==> src/rtl/saturn_bus_ctrl_if.sv <==
// saturn_bus_ctrl_if: nibble bus and debug serial signals shared by controller, ROM and UART
interface saturn_bus_ctrl_if;
    logic       o_bus_clk_en;
    logic       o_bus_is_data;
    logic [3:0] o_bus_nibble_out;
    logic [3:0] i_bus_nibble_in;
    logic [7:0] o_char_to_send;
    logic [9:0] o_char_counter;
    logic       o_char_valid;
    logic       o_char_send;
    logic       i_serial_busy;
    modport master (
        output o_bus_clk_en, o_bus_is_data, o_bus_nibble_out,
        output o_char_to_send, o_char_counter, o_char_valid, o_char_send,
        input  i_bus_nibble_in, i_serial_busy
    );
    modport slave (
        input  o_bus_clk_en, o_bus_is_data, o_bus_nibble_out,
        input  o_char_to_send, o_char_counter, o_char_valid, o_char_send,
        output i_bus_nibble_in, i_serial_busy
    );
endinterface

==> src/rtl/saturn_bus_ctrl.sv <==
// saturn_bus_ctrl: Saturn bus master fetching ROM nibbles and printing each as hex on the debug UART
module saturn_bus_ctrl #(
    parameter int MAX_NIBBLES = 64,
    parameter int LINE_LEN    = 16
) (
    input  logic              i_clk,
    input  logic              i_reset,
    input  logic              i_clk_en,
    input  logic [3:0]        i_phases,
    input  logic [1:0]        i_phase,
    input  logic [31:0]       i_cycle_ctr,
    output logic              o_debug_cycle,
    output logic              o_instr_decoded,
    output logic              o_halt,
    saturn_bus_ctrl_if.master bus
);
    typedef enum logic [3:0] {LOAD_CMD, ADDR0, ADDR1, ADDR2, ADDR3, ADDR4, READ_CMD, FETCH, PRINT} state_t;
    localparam int CW = $clog2(MAX_NIBBLES + 1);
    state_t        state_q;
    logic [19:0]   pc_q;
    logic [CW-1:0] cnt_q;
    logic [3:0]    bus_nib_q;
    logic          bus_data_q;
    logic [1:0]    step_q, cidx_q;
    logic [7:0]    char_q;
    logic [9:0]    ccnt_q;
    logic          valid_q, send_q, debug_q, dec_q, halt_q;
    logic [3:0]    nib_d;
    logic [2:0]    ai_d;
    logic [7:0]    hex_d;
    logic          data_d, run_d, eol_d, last_d;
    logic          unused_inputs;
    assign unused_inputs = ^{i_phases, i_cycle_ctr};
    always_comb begin
        run_d  = i_clk_en && !debug_q && !halt_q;
        data_d = state_q == FETCH;
        ai_d   = 3'(state_q - ADDR0);
        nib_d  = state_q == LOAD_CMD ? 4'h4 : state_q == READ_CMD ? 4'h2 : data_d ? 4'h0 : 4'(pc_q >> {ai_d, 2'b00});
        hex_d  = bus.i_bus_nibble_in < 4'd10 ? 8'h30 + {4'h0, bus.i_bus_nibble_in} : 8'h37 + {4'h0, bus.i_bus_nibble_in};
        eol_d  = int'(cnt_q) % LINE_LEN == 0;
        last_d = int'(cnt_q) == MAX_NIBBLES;
    end
    // step_q: 1 = char offered, 2 = send strobe high, 3 = valid-low gap
    always_ff @(posedge i_clk or negedge i_reset) begin
        if (!i_reset) begin
            state_q    <= LOAD_CMD;
            pc_q       <= '0;
            cnt_q      <= '0;
            bus_nib_q  <= '0;
            bus_data_q <= 1'b0;
            step_q     <= '0;
            cidx_q     <= '0;
            char_q     <= '0;
            ccnt_q     <= '0;
            valid_q    <= 1'b0;
            send_q     <= 1'b0;
            debug_q    <= 1'b0;
            dec_q      <= 1'b0;
            halt_q     <= 1'b0;
        end else if (i_clk_en) begin
            dec_q  <= 1'b0;
            send_q <= 1'b0;
            if (run_d && i_phase == 2'd0) begin
                bus_nib_q  <= nib_d;
                bus_data_q <= data_d;
            end
            if (run_d && i_phase == 2'd3) begin
                if (state_q == FETCH) begin
                    dec_q   <= 1'b1;
                    debug_q <= 1'b1;
                    cnt_q   <= cnt_q + 1'b1;
                    pc_q    <= pc_q + 1'b1;
                    char_q  <= hex_d;
                    valid_q <= 1'b1;
                    cidx_q  <= 2'd0;
                    step_q  <= 2'd1;
                    state_q <= PRINT;
                end else begin
                    state_q <= state_t'(state_q + 1'b1);
                end
            end
            if (state_q == PRINT) begin
                if (step_q == 2'd1 && !bus.i_serial_busy) begin
                    send_q <= 1'b1;
                    ccnt_q <= ccnt_q + 1'b1;
                    step_q <= 2'd2;
                end
                if (step_q == 2'd2) begin
                    valid_q <= 1'b0;
                    step_q  <= 2'd3;
                end
                if (step_q == 2'd3) begin
                    if ((cidx_q == 2'd0 && eol_d) || cidx_q == 2'd1) begin
                        char_q  <= cidx_q == 2'd0 ? 8'h0D : 8'h0A;
                        cidx_q  <= cidx_q + 1'b1;
                        valid_q <= 1'b1;
                        step_q  <= 2'd1;
                    end else begin
                        debug_q <= 1'b0;
                        halt_q  <= last_d;
                        step_q  <= 2'd0;
                        state_q <= FETCH;
                    end
                end
            end
        end
    end
    assign bus.o_bus_clk_en     = i_reset && i_phase == 2'd1 && run_d;
    assign bus.o_bus_is_data    = bus_data_q;
    assign bus.o_bus_nibble_out = bus_nib_q;
    assign bus.o_char_to_send   = char_q;
    assign bus.o_char_counter   = ccnt_q;
    assign bus.o_char_valid     = valid_q;
    assign bus.o_char_send      = send_q;
    assign o_debug_cycle        = debug_q;
    assign o_instr_decoded      = dec_q;
    assign o_halt               = halt_q;
endmodule

==> src/flat_wrapper.sv <==
// flat-port wrapper written by rule: the top's interface ports become plain ports
module saturn_bus_ctrl_flat 
#(
    parameter int MAX_NIBBLES = 64,
    parameter int LINE_LEN    = 16
)
  (i_clk, i_reset, i_clk_en, i_phases, i_phase, i_cycle_ctr, o_debug_cycle, o_instr_decoded, o_halt, bus_o_bus_clk_en, bus_o_bus_is_data, bus_o_bus_nibble_out, bus_o_char_to_send, bus_o_char_counter, bus_o_char_valid, bus_o_char_send, bus_i_bus_nibble_in, bus_i_serial_busy);
  saturn_bus_ctrl_if bus_i ();
  input  logic i_clk;
  input  logic i_reset;
  input  logic i_clk_en;
  input  logic [3:0] i_phases;
  input  logic [1:0] i_phase;
  input  logic [31:0] i_cycle_ctr;
  output logic o_debug_cycle;
  output logic o_instr_decoded;
  output logic o_halt;
  output wire logic [$bits(bus_i.o_bus_clk_en)-1:0] bus_o_bus_clk_en;
  output wire logic [$bits(bus_i.o_bus_is_data)-1:0] bus_o_bus_is_data;
  output wire logic [$bits(bus_i.o_bus_nibble_out)-1:0] bus_o_bus_nibble_out;
  output wire logic [$bits(bus_i.o_char_to_send)-1:0] bus_o_char_to_send;
  output wire logic [$bits(bus_i.o_char_counter)-1:0] bus_o_char_counter;
  output wire logic [$bits(bus_i.o_char_valid)-1:0] bus_o_char_valid;
  output wire logic [$bits(bus_i.o_char_send)-1:0] bus_o_char_send;
  input wire logic [$bits(bus_i.i_bus_nibble_in)-1:0] bus_i_bus_nibble_in;
  input wire logic [$bits(bus_i.i_serial_busy)-1:0] bus_i_serial_busy;
  assign bus_o_bus_clk_en = bus_i.o_bus_clk_en;
  assign bus_o_bus_is_data = bus_i.o_bus_is_data;
  assign bus_o_bus_nibble_out = bus_i.o_bus_nibble_out;
  assign bus_o_char_to_send = bus_i.o_char_to_send;
  assign bus_o_char_counter = bus_i.o_char_counter;
  assign bus_o_char_valid = bus_i.o_char_valid;
  assign bus_o_char_send = bus_i.o_char_send;
  assign bus_i.i_bus_nibble_in = bus_i_bus_nibble_in;
  assign bus_i.i_serial_busy = bus_i_serial_busy;
  saturn_bus_ctrl #(.MAX_NIBBLES(MAX_NIBBLES), .LINE_LEN(LINE_LEN)) u_core (.i_clk(i_clk), .i_reset(i_reset), .i_clk_en(i_clk_en), .i_phases(i_phases), .i_phase(i_phase), .i_cycle_ctr(i_cycle_ctr), .o_debug_cycle(o_debug_cycle), .o_instr_decoded(o_instr_decoded), .o_halt(o_halt), .bus(bus_i));
endmodule
==> config.mk <==
export PLATFORM = sky130hd
export DESIGN_NAME = saturn_bus_ctrl_flat
export DESIGN_NICKNAME = d
export VERILOG_FILES = /design/src/rtl/saturn_bus_ctrl_if.sv /design/src/rtl/saturn_bus_ctrl.sv /design/src/flat_wrapper.sv
export SDC_FILE = /design/constraint.sdc
export NUM_CORES = 1
export LEC_CHECK = 0
export BUFFER_PORTS_ARGS = -buffer_cell sky130_fd_sc_hd__buf_2
export CORE_UTILIZATION = 48
export DETAILED_ROUTE_END_ITERATION = 8
export HOLD_SLACK_MARGIN = 0.06
export PLACE_DENSITY = 0.72
export RECOVER_POWER = 100
export SYNTH_ARGS = -nofsm -noshare
export SYNTH_HDL_FRONTEND = slang
export SYNTH_SLANG_ARGS = --single-unit
==> constraint.sdc <==
create_clock -name i_clk -period 7.1 [get_ports i_clk]
set_input_delay 1.775 -clock i_clk [delete_from_list [all_inputs] [get_ports i_clk]]
set_output_delay 1.775 -clock i_clk [all_outputs]
set_load 0.1 [all_outputs]
==> metrics.md <==
| Metric | Value |
|---|---|
| Failing checks | DRC, capacitance limit, slew limit |
| Max-cap viol count | 1 |
| Max-slew violations | 64 |
| Sequential-to-total area share from yosys stat | 48.2% |
| Share of layout cells above drive strength 1 | 7.44% |
| Sw power | 0.579 mW |
| Least-Margin Pin Slew | 3.33 ns |
| FF+latch count, synth | 63 |
| H-tree levels | 3 |
| Synth warnings | 0 |
| Antenna violations before repair | 0 |
| Via-per-instance ratio | 5.65 |
| # IOs | 75 |
| Final Setup Violations | 0 |
| Setup bufs post-CTS | 0 |
| WP data required | 5.33 ns |
| Mapped Nets | 379 |
| Remaining DRCs | 2 |
| FP Rows | 29 |
| Multi-input logic area | 1540 µm² |
| Setup WS post-layout | 1.68 ns |
| DRT antenna net count | 0 |
| Gr ovfl total | 0 |
| Mapped Cells | 323 |
| Internal | 0.717 mW |
| Post-synthesis area per instance | 10.1 µm² |
| Post-synth cell types | 49 |
| Max-slew headroom | -122% |
| Port Buffers | 38 |
| Switch share | 44.7% |
| Core box area | 6460 µm² |
| Full die area | 7150 µm² |
| Status | complete, but fails checks |
| WP data arrival | 3.65 ns |
| Final worst path period share | 76.4% |
| Global-route wire length before repair | 11,400 µm |
| Synth-to-Final Area Change | 10.9% |
| Sequential share of power | 38.0% |
| Vias in the first global route | 2,384 |
| Pre-antenna DRT Iters | 6 |
| Resized cells post-CTS | 0 |
| Initial Utilization | 50.6% |
| Worst Skew | 0.00836 ns |
| RSZ-0062 raised after global routing | no |
| Num CTS Buffers | 9 |
| Synthesized area | 3270 µm² |
| # diodes | 0 |
| CTS tree | built |
| Crit start category | primary input |
| P_leak | 1.70 nW |
| 1st-iter DRT viols | 172 |
| FF/Latch Area | 1580 µm² |
| Min Tclk post-route | 5.42 ns |
| Crit path max fanout | 8 |
| Post-Layout Cell Count | 440 |
| GPL Wtd Cong | 0.809 |
| Clk_lat worst skew | 0.33 ns |
| Max Root-Sink Buffers | 2 |
| Clk sinks | 63 |
| Chip height | 84.5 µm |
| Max VDD drop | 225 µV |
| # fillers | 598 |
| Routed length per instance | 14.7 µm |
| Maximum number of pins on one net before global-route repair | 64 |
| Hpwl dp | 4450 µm |
| Fmax | 184 MHz |
| Nets | 414 |
| Setup_tns | 0 ns |
| Clk network pwr share | 23.5% |
| Async S/R FF share, synth | 100% |
| Setup WS pre-CTS | 2.21 ns |
| Detailed Route WL | 6470 µm |
| Comb pwr share | 38.5% |
| Worst-path clk slew | 0.07 ns |
| Number of synthesized flops with an enable pin | 0 |
| Design Power | 1.30 mW |
| Via count | 2,485 |
| CTS Root Cell | clkbuf_8 |
| Final hold vios | 0 |
| Power per cell area | 357 nW/µm² |
| Top FF cell, synth | dfrtp_1 |
| Cts hold-fix bufs | 0 |
| Critical Path End Type | output pin |
| Tightest Hold Check Type | reg2reg |
| Die W | 84.5 µm |
| All-layer global routing usage | 20.3% |
| Crit Path Class | in2out |
| Cell count after placement | 424 |
-- sequential cells by signal, indices dropped and copies added, names as in the netlist, 2 cells and up --
signal                       count
u_core.bus.o_bus_nibble_out      4
u_core.bus.o_char_counter       10
u_core.bus.o_char_to_send        8
u_core.cidx_q                    2
u_core.cnt_q                     7
u_core.pc_q                     20
u_core.state_q                   4
u_core.step_q                    2
-- critical path, stage by stage --
cell	delay, ns
clkbuf_1	0.23
or3b_1	0.50
nor3_1	0.25
clkbuf_1	0.89
-- area by class of cell --
cell class	instances	area share [%]
inverters	16	1.66
well taps	77	2.66
flip-flops and latches	63	43.5
multi-input cells	228	42.6
clock inverters	4	1.24
repair buffers	40	4.38
clock buffers	12	4.00
-- metrics by stage --
stage | hold slack [ns] | utilization, % | cell area [µm²]
CTS | 0.481 | 57.3 | 3700
finish | 0.481 | 56.1 | 3630
global placement | 0.451 | 54.4 | 3510
global route | 0.497 | 56.1 | 3630
detailed placement | 0.468 | 54.4 | 3510
floorplan | 0.441 | - | 3270
-- cells by family (layout without fill, tap and decap cells) --
| family | after synthesis | count (layout) | synth area share, % |
|---|---|---|---|
| AND/OR/NAND/NOR | 129 | 129 | 21.8 |
| flip-flops | 63 | 63 | 48.2 |
| AO/OA/AOI/OAI | 47 | 47 | 9.33 |
| XOR/XNOR | 37 | 37 | 9.91 |
| buffers and inverters | 32 | 72 | 3.79 |
| adder cells (fa/ha/maj) | 10 | 10 | 3.83 |
| multiplexers | 5 | 5 | 3.10 |
-- power groups by stage --
stage                     clock [mW]  combinational [mW]  sequential [mW]
final                          0.304               0.499            0.493
after global routing           0.329               0.534            0.503
after CTS                      0.310               0.511            0.491
after detailed placement           0               0.510            0.498
after global placement             0               0.501            0.495
after floorplan                    0               0.228            0.685
-- cell usage after synthesis, types with 8 or more instances --
library cell / number / area (µm²)
a21oi_1: 11 / 55.1
and3_1: 8 / 50.1
clkbuf_1: 13 / 48.8
dfrtp_1: 63 / 1580
ha_1: 10 / 125
inv_1: 16 / 60.1
nand2_1: 40 / 150
nand3_1: 16 / 80.1
nand4_1: 11 / 68.8
nor2_1: 15 / 56.3
o21ai_0: 14 / 70.1
xnor2_1: 23 / 201
xor2_1: 14 / 123
-- routing by layer --
metal	vias up	global-route usage (%)	wire length (µm)
met3	9	3.15	203
met5	-	0	0
met1	1214	29.1	3340
met2	50	30.7	2810
li1	1212	-	-
met4	0	8.78	121
-- final timing paths --
path | depth (start not counted) | startpoint | end | slack [ns]
min in group asynchronous | 2 | i_reset | u_core.pc_q[11] | 2.74
hold reg to reg | 1 | u_core.pc_q[19] | u_core.pc_q[19] | 0.48
hold / removal | 1 | u_core.pc_q[19] | u_core.pc_q[19] | 0.48
setup / recovery | 4 | i_clk_en | bus_o_bus_clk_en | 1.68
max in group asynchronous | 2 | i_reset | u_core.bus.o_char_to_send[0] | 2.49
setup reg to reg | 6 | u_core.state_q[0] | u_core.pc_q[7] | 4.05
-- cells in the final DEF, fill, tap and decap left out, types with 3 or more instances in the layout --
master     n
dfrtp_1   63
nand2_1   40
clkbuf_1  35
xnor2_1   23
inv_1     16
nand3_1   16
nor2_1    15
o21ai_0   14
xor2_1    14
a21oi_1   11
nand4_1   11
ha_1      10
clkbuf_8  10
and3_1     8
nor3_1     7
buf_2      7
and4_1     5
nand3b_1   4
mux4_2     4
o21a_1     4
and4b_1    3
nor4_1     3
clkinv_2   3
(Power assumes the default switching activity.)
